**src/rtl/instr_fetch_unit.sv**
```systemverilog
`timescale 1ns/1ps
// ---------------------------------------------------------------------------
// instr_fetch_unit
//
// Purpose:
//   Instruction fetch front end for a synchronous-read instruction ROM.
//   It keeps the program counter and drives ROM port A. It also tracks which
//   PC the ROM read data belongs to, whether that data is a real instruction
//   or a flushed bubble, and how many instructions have been fetched.
//   A small BOOT/RUN/HALT state machine sequences start-up and halting.
//
// Handshake / timing contract:
//   The ROM has a one-cycle read latency. An address presented on rom_addr
//   with rom_en=1 in cycle N is on ROM read data in cycle N+1. In that same
//   cycle fetch_pc/fetch_valid describe it. rom_flush=1 in cycle N makes the
//   ROM clear its read data at the edge, so cycle N+1 carries a bubble
//   (fetch_valid=0, fetch_pc=0). rom_en and rom_flush are mutually exclusive
//   by construction. stall=1 means downstream did not take the current
//   instruction: no new read is issued and all fetch state holds.
//
// Ports:
//   clk            in   clock, all state updates on the rising edge
//   rst            in   synchronous active-high reset
//   stall          in   downstream back-pressure; hold PC and ROM output
//   redirect_valid in   taken branch/jump; load redirect_pc (word aligned)
//   redirect_pc    in   redirect target byte address
//   halt_req       in   request to stop fetching
//   resume         in   request to restart fetching from HALT
//   rom_addr       out  byte address to ROM port A (equals PC)
//   rom_en         out  ROM port A read enable
//   rom_flush      out  ROM port A synchronous clear of read data (NOP)
//   fetch_pc       out  PC of the instruction currently on ROM read data
//   fetch_valid    out  ROM read data is a real instruction
//   fetch_count    out  instructions fetched since reset (wraps)
//   dbg_state      out  current FSM state (BOOT=0, RUN=1, HALT=2)
// ---------------------------------------------------------------------------
module instr_fetch_unit #(
    parameter int               WIDTH    = 32,
    parameter logic [WIDTH-1:0] RESET_PC = '0
) (
    input  logic             clk,
    input  logic             rst,
    input  logic             stall,
    input  logic             redirect_valid,
    input  logic [WIDTH-1:0] redirect_pc,
    input  logic             halt_req,
    input  logic             resume,
    output logic [WIDTH-1:0] rom_addr,
    output logic             rom_en,
    output logic             rom_flush,
    output logic [WIDTH-1:0] fetch_pc,
    output logic             fetch_valid,
    output logic [WIDTH-1:0] fetch_count,
    output logic [1:0]       dbg_state
);

    typedef enum logic [1:0] {
        BOOT = 2'd0,
        RUN  = 2'd1,
        HALT = 2'd2
    } state_t;

    localparam logic [WIDTH-1:0] PC_STEP          = WIDTH'(4);
    localparam logic [WIDTH-1:0] COUNT_ONE        = WIDTH'(1);
    localparam logic [WIDTH-1:0] RESET_PC_ALIGNED = {RESET_PC[WIDTH-1:2], 2'b00};

    state_t           state;
    logic [WIDTH-1:0] pc;

    assign rom_addr  = pc;
    assign dbg_state = state;

    // Port A controls have to react to stall/redirect/rst in the same cycle,
    // so they are decoded from the registered state rather than registered.
    // Any cycle that is not a clean RUN cycle inserts a bubble; a clean RUN
    // cycle reads unless stalled. This makes en/flush exclusive by design.
    always_comb begin
        rom_en    = 1'b0;
        rom_flush = 1'b0;
        if (rst || redirect_valid || (state != RUN)) begin
            rom_flush = 1'b1;
        end else begin
            rom_en = !stall;
        end
    end

    always_ff @(posedge clk) begin
        if (rst) begin
            state       <= BOOT;
            pc          <= RESET_PC_ALIGNED;
            fetch_pc    <= '0;
            fetch_valid <= 1'b0;
            fetch_count <= '0;
        end else begin
            // Track what the ROM will present next cycle.
            if (rom_flush) begin
                fetch_pc    <= '0;
                fetch_valid <= 1'b0;
            end else if (rom_en) begin
                fetch_pc    <= pc;
                fetch_valid <= 1'b1;
                fetch_count <= fetch_count + COUNT_ONE;
            end

            // Redirect wins over everything; otherwise advance only when a
            // read was actually issued this cycle.
            if (redirect_valid) begin
                pc <= {redirect_pc[WIDTH-1:2], 2'b00};
            end else if (rom_en) begin
                pc <= pc + PC_STEP;
            end

            case (state)
                BOOT: state <= RUN;
                RUN: begin
                    if (halt_req && !redirect_valid) begin
                        state <= HALT;
                    end
                end
                HALT: begin
                    // A redirect while halted only retargets the PC.
                    if (resume && !redirect_valid) begin
                        state <= RUN;
                    end
                end
                default: state <= BOOT;
            endcase
        end
    end

endmodule
```
**config.mk**
```make
export PLATFORM = sky130hd
export DESIGN_NAME = instr_fetch_unit
export DESIGN_NICKNAME = d
export VERILOG_FILES = /design/src/rtl/instr_fetch_unit.sv
export SDC_FILE = /design/constraint.sdc
export NUM_CORES = 1
export LEC_CHECK = 0
export BUFFER_PORTS_ARGS = -buffer_cell sky130_fd_sc_hd__buf_2
export CORE_MARGIN = 4
export CORE_UTILIZATION = 51
export DETAILED_ROUTE_END_ITERATION = 12
export PLACE_DENSITY = 0.8
export SETUP_SLACK_MARGIN = 0.02
export SKIP_LAST_GASP = 1
export SYNTH_ARGS = -nofsm -noshare
export SYNTH_HDL_FRONTEND = slang
export SYNTH_SLANG_ARGS = --single-unit
```
**constraint.sdc**
```tcl
create_clock -name clk -period 2.1 [get_ports clk]
set_input_delay 0.42 -clock clk [delete_from_list [all_inputs] [get_ports clk]]
set_output_delay 0.42 -clock clk [all_outputs]
set_load 0.1 [all_outputs]
```
## After elaboration in Yosys (flattened, before gate mapping)

Index checks and enable logic that the tools add are counted.

| cells by class | value |
|---|---|
| equal/unequal tests | 5 |
| reductions and logical operators | 12 |
| multiplexer cells | 7 |
| add/subtract/negate cells | 2 |
| bitwise operators | 1 |

Operators by type and width:

| operator | number |
|---|---|
| $mux 32 | 2 |
| $add 32x1->32 const B | 1 |
| $add 32x3->32 const B | 1 |
| $pmux 2 s3 | 1 |
| $mux 2 | 2 |
| $ne 2x2->1 const B | 2 |
| $reduce_and 2->1 | 2 |
| $reduce_or 2->1 | 2 |
| $eq 2x1->1 const B | 1 |
| $eq 2x2->1 const B | 1 |
| $logic_and 1x1->1 | 2 |
| $logic_not 1->1 | 2 |
| $logic_not 2->1 | 1 |
| $logic_or 1x1->1 | 2 |
| $mux 1 | 2 |
| $ne 2x1->1 const B | 1 |
| $reduce_bool 2->1 | 1 |
| $not 1->1 | 1 |

| storage, ports and cells | value |
|---|---|
| output and inout port bits | 101 |
| flip-flop bits (word level) | 99 |
| bits of input ports | 38 |
| logic and storage cells | 33 |

## Depth between registers and ports, before layout

| logic depth | value |
|---|---|
| depth after elaboration | 5 |
| gate-level depth with buffers | 8 |

## Least setup slack after synthesis

OpenSTA, ideal clock, no wires.

| timing | value |
|---|---|
| path kind | register to output |
| start point | register state[1], in the netlist dbg_state[1] |
| end point | output port rom_flush |
| data arrival time | 2.346 ns |
| path slack | -0.666 ns |
| required time | 1.680 ns |
| cell stages (with the launch flop) | 4 |
| path through | dfxtp_1 > nor4b_4 > inv_1 > clkbuf_1 |

| between the ends | value |
|---|---|
| longest elaborated chain between the ends | 3 |

Ends and longest elaborated chain:

| what | RTL line | source |
|---|---|---|
| start, declared | 67 | `state_t state;` |
| start signal, assigned | 89 | `state <= BOOT;` |
| start signal, assigned | 114 | `BOOT: state <= RUN;` |
| start signal, assigned | 117 | `state <= HALT;` |
| $ne 2x1->1 | 80 | `if (rst \|\| redirect_valid \|\| (state != RUN)) begin` |
| $logic_or 1x1->1 | 80 |  |
| $mux 1 | 80 |  |
| end, declared | 50 | `output logic rom_flush,` |

Every way passes these cells.

## Final worst setup path

| timing | value |
|---|---|
| start point | register state[1], in the netlist dbg_state[1] |
| end point | output port rom_en |

| between the ends | value |
|---|---|
| longest elaborated chain between the ends | 3 |

Ends and longest elaborated chain:

| what | RTL line | source |
|---|---|---|
| $ne 2x1->1 | 80 |  |
| $logic_or 1x1->1 | 80 |  |
| $mux 1 | 80 |  |
| end, declared | 49 | `output logic rom_en,` |

Every way passes these cells.

==> summary.txt <==
Yosys
  • Synthesized area per cell: 8.568 um2
  • Mapped cell area: 4447 um2
  • Largest cells by area after synthesis: dfxtp_1 43%, mux2i_1 7.7%, nor2_1 5.9%, xnor2_1 4.3%, nand4_1 2.8%
  • Share of synthesized cell area in full adder, half adder and majority cells: 0.5627%
  • Post-synth top flop: dfxtp_1
  • Cells after Synth: 519
  • Flops & latches, synth: 95
  • Compound-gate portion of the synthesized area: 10.66%
  • Synth area leader: dfxtp_1
  • Unique cell type count in the Yosys netlist: 46
  • Simple-gate area share of the yosys netlist: 25.52%
  • XOR/XNOR Fraction of Synth Area: 6.697%
  • Synth top cells by count: 95 x dfxtp_1, 70 x nor2_1, 34 x mux2i_1, 28 x clkbuf_1, 28 x nand2_1
  • Largest family of logic cells by synthesized area: simple AND/OR/NAND/NOR gates
  • Sequential area share after synthesis: 42.77%
  • Asr flop ratio synth: 0%
  • Mux share of post-synthesis cell area: 8.160%
  • Top cell type's share of synthesized area: 42.77%
  • Yosys warnings: 0
  • Most common cell in the synthesized netlist: dfxtp_1
  • Post-synth EDFFs: 0

Routing
  • Detail Route Antenna Nets: 0
  • Vias per inst: 5.559
  • Detailed Route Iter0 Violations: 244
  • Vias: 4,197
  • Detailed Route WL: 11,810 um
  • Drt drc: 0
  • First-pass DRT Iterations: 4
  • Routed length per instance: 15.64 um

Setup path
  • Crit path launch type: flop
  • Worst Path Max Fanout: 7
  • Critical path type: flop to output port
  • Req. time, crit path: 1.68 ns
  • Worst Path Arrival: 1.56 ns
  • CP Capture Type: output port

GRT
  • Vias in the first global route: 4,016
  • Tot GR Track Use: 22.84%
  • Initial antenna violation count: 1
  • Gr ovfl total: 0
  • First-pass GRT wire length: 19,180 um
  • Largest net degree at the start of global routing: 68

Timing
  • Fmax: 504.4 MHz
  • Max-Slew Margin vs Limit: 50.45%
  • # setup viols final: 0
  • Clk_skew: 0.01235 ns
  • Tmin final: 1.982 ns
  • Hold Vio Cnt, Final: 0
  • Setup WS post-layout: 0.1176 ns
  • RSZ-0062 raised after global routing: false
  • Setup_tns: 0 ns
  • Worst Max-Slew Pin Slew: 0.7405 ns
  • Period utilization: 94.40%
  • Max Slew Vio Count: 0

Place
  • Placed Cells: 738
  • Quantity of I/O buffers inserted on ports: 132
  • Pre-CTS setup slack: 0.06640 ns
  • Routability cong.: 0.8093
  • DP HPWL: 8410 um

Clock tree
  • Clock sink count: 95
  • Total clock buffers created by CTS: 9
  • Max Buffers Root-to-Sink: 2
  • Root buffer cell: clkbuf_8
  • Clock transition at path regs: 0.10 ns
  • Htree depth: 3
  • Clk Latency, worst-skew pair: 0.35 ns
  • CTS tree: done
  • Number of hold buffers added after cts: 0

Power and ir drop
  • Tot Pwr: 3.803 mW
  • Sw frac: 30.89%
  • Clock network fraction of design power: 34.1%
  • Peak VDD IR: 366.4 uV
  • Flop pwr share: 49.4%
  • Logic pwr share: 16.5%
  • Int Power: 2.628 mW
  • Lkg Pwr: 2.428 nW
  • NetSw: 1.175 mW
  • Power per cell area: 680.9 nW/um2

Cells and area
  • Share of post-route cells with drive strength above 1: 34.67%
  • Nets: 684
  • Final Non-Filler Cells: 755
  • Fill cells: 705
  • Area grow syn2layout: 25.61%
  • Area of the multi-input gates: 2310 um2
  • FF/Latch Area: 2017 um2

Floorplan
  • Die ar.: 10,280 um2
  • Row count: 33
  • CORE AREA: 8341 um2
  • Top-level port count: 139
  • Die width: 101.4 um
  • Initial Util: 53.32%
  • Die Y: 101.4 um

Status
  • Outcome: completed

Flow run
  • Max Cap Viol: 0

Min path
  • Hold WC Path Type: primary input to flop
[cells by family after synthesis]
kind of cell,count (synthesis)
AO/OA/AOI/OAI,78
XOR/XNOR,34
adder cells (fa/ha/maj),2
buffers and inverters,60
flip-flops,95
multiplexers,36
other,1
AND/OR/NAND/NOR,213
[critical path: stages, from the launching register on]
cell	delay [ns]
dfxtp_2	0.35
nor4b_4	0.28
buf_4	0.18
nand2_1	0.08
inv_2	0.14
buf_12	0.19
[power by group through the flow]
stage	sequential, mW	clock [mW]	combinational, mW
after floorplan	2.21	0	0.214
after global placement	1.92	0	0.617
after detailed placement	1.92	0	0.626
after CTS	1.88	1.33	0.628
after global routing	1.89	1.39	0.655
final	1.88	1.30	0.626
[through the flow]
step | hold WS [ns] | cell area (um2) | utilization, %
floorplan | 0.5542 | 4577 | -
global placement | 0.4557 | 5370 | 64.39
detailed placement | 0.4693 | 5370 | 64.39
CTS | 0.2922 | 5583 | 66.94
global route | 0.3177 | 5585 | 66.97
finish | 0.3063 | 5585 | 66.97
[flip-flops by register name, summed over array words and instances (netlist names)]
| register | count |
|---|---|
| fetch_pc | 30 |
| rom_addr | 30 |
| fetch_count | 32 |
| dbg_state | 2 |
| fetch_valid | 1 |
[timing repair]
| action | CTS | global route |
|---|---|---|
| resized for setup | 1 | 0 |
| buffers inserted | 0 | 0 |
| endpoints found under the setup margin | 1 | 0 |
[final timing paths]
path / from / end / slack (ns) / depth (start not counted)
worst max-delay path: dbg_state[1] / rom_en / 0.12 / 5
worst min-delay path: redirect_pc[14] / rom_addr[14] / 0.31 / 3
worst max register to register: dbg_state[0] / rom_addr[22] / 0.23 / 7
worst min register to register: fetch_count[1] / fetch_count[1] / 0.49 / 2
[final cells by class]
type / instances / area share, %
multi-input cells: 367 / 41.35
flip-flops and latches: 95 / 36.11
repair buffers: 152 / 15.05
well taps: 105 / 2.352
clock buffers: 10 / 2.285
clock inverters: 6 / 1.523
inverters: 19 / 1.277
diodes: 1 / 0.04480
[cells in the final DEF (no fill, tap or decap), types with 13 or more instances in the layout]
master	instances
a21oi_1	21
and3_1	13
buf_2	130
buf_4	20
dfxtp_1	45
dfxtp_2	29
dfxtp_4	21
inv_1	18
mux2i_1	34
nand2_1	28
nand3_1	16
nand4_1	20
nor2_1	70
o21ai_0	16
xnor2_1	22
[metal layers]
metal	vias up	GRT usage, %	share of wire [%]
li1	2076	-	-
met1	1998	29.05	44
met2	109	39.29	49
met3	14	4.270	5.7
met4	0	6.953	1.4
met5	-	0	0
No activity file was read; power rests on OpenSTA's default activity.
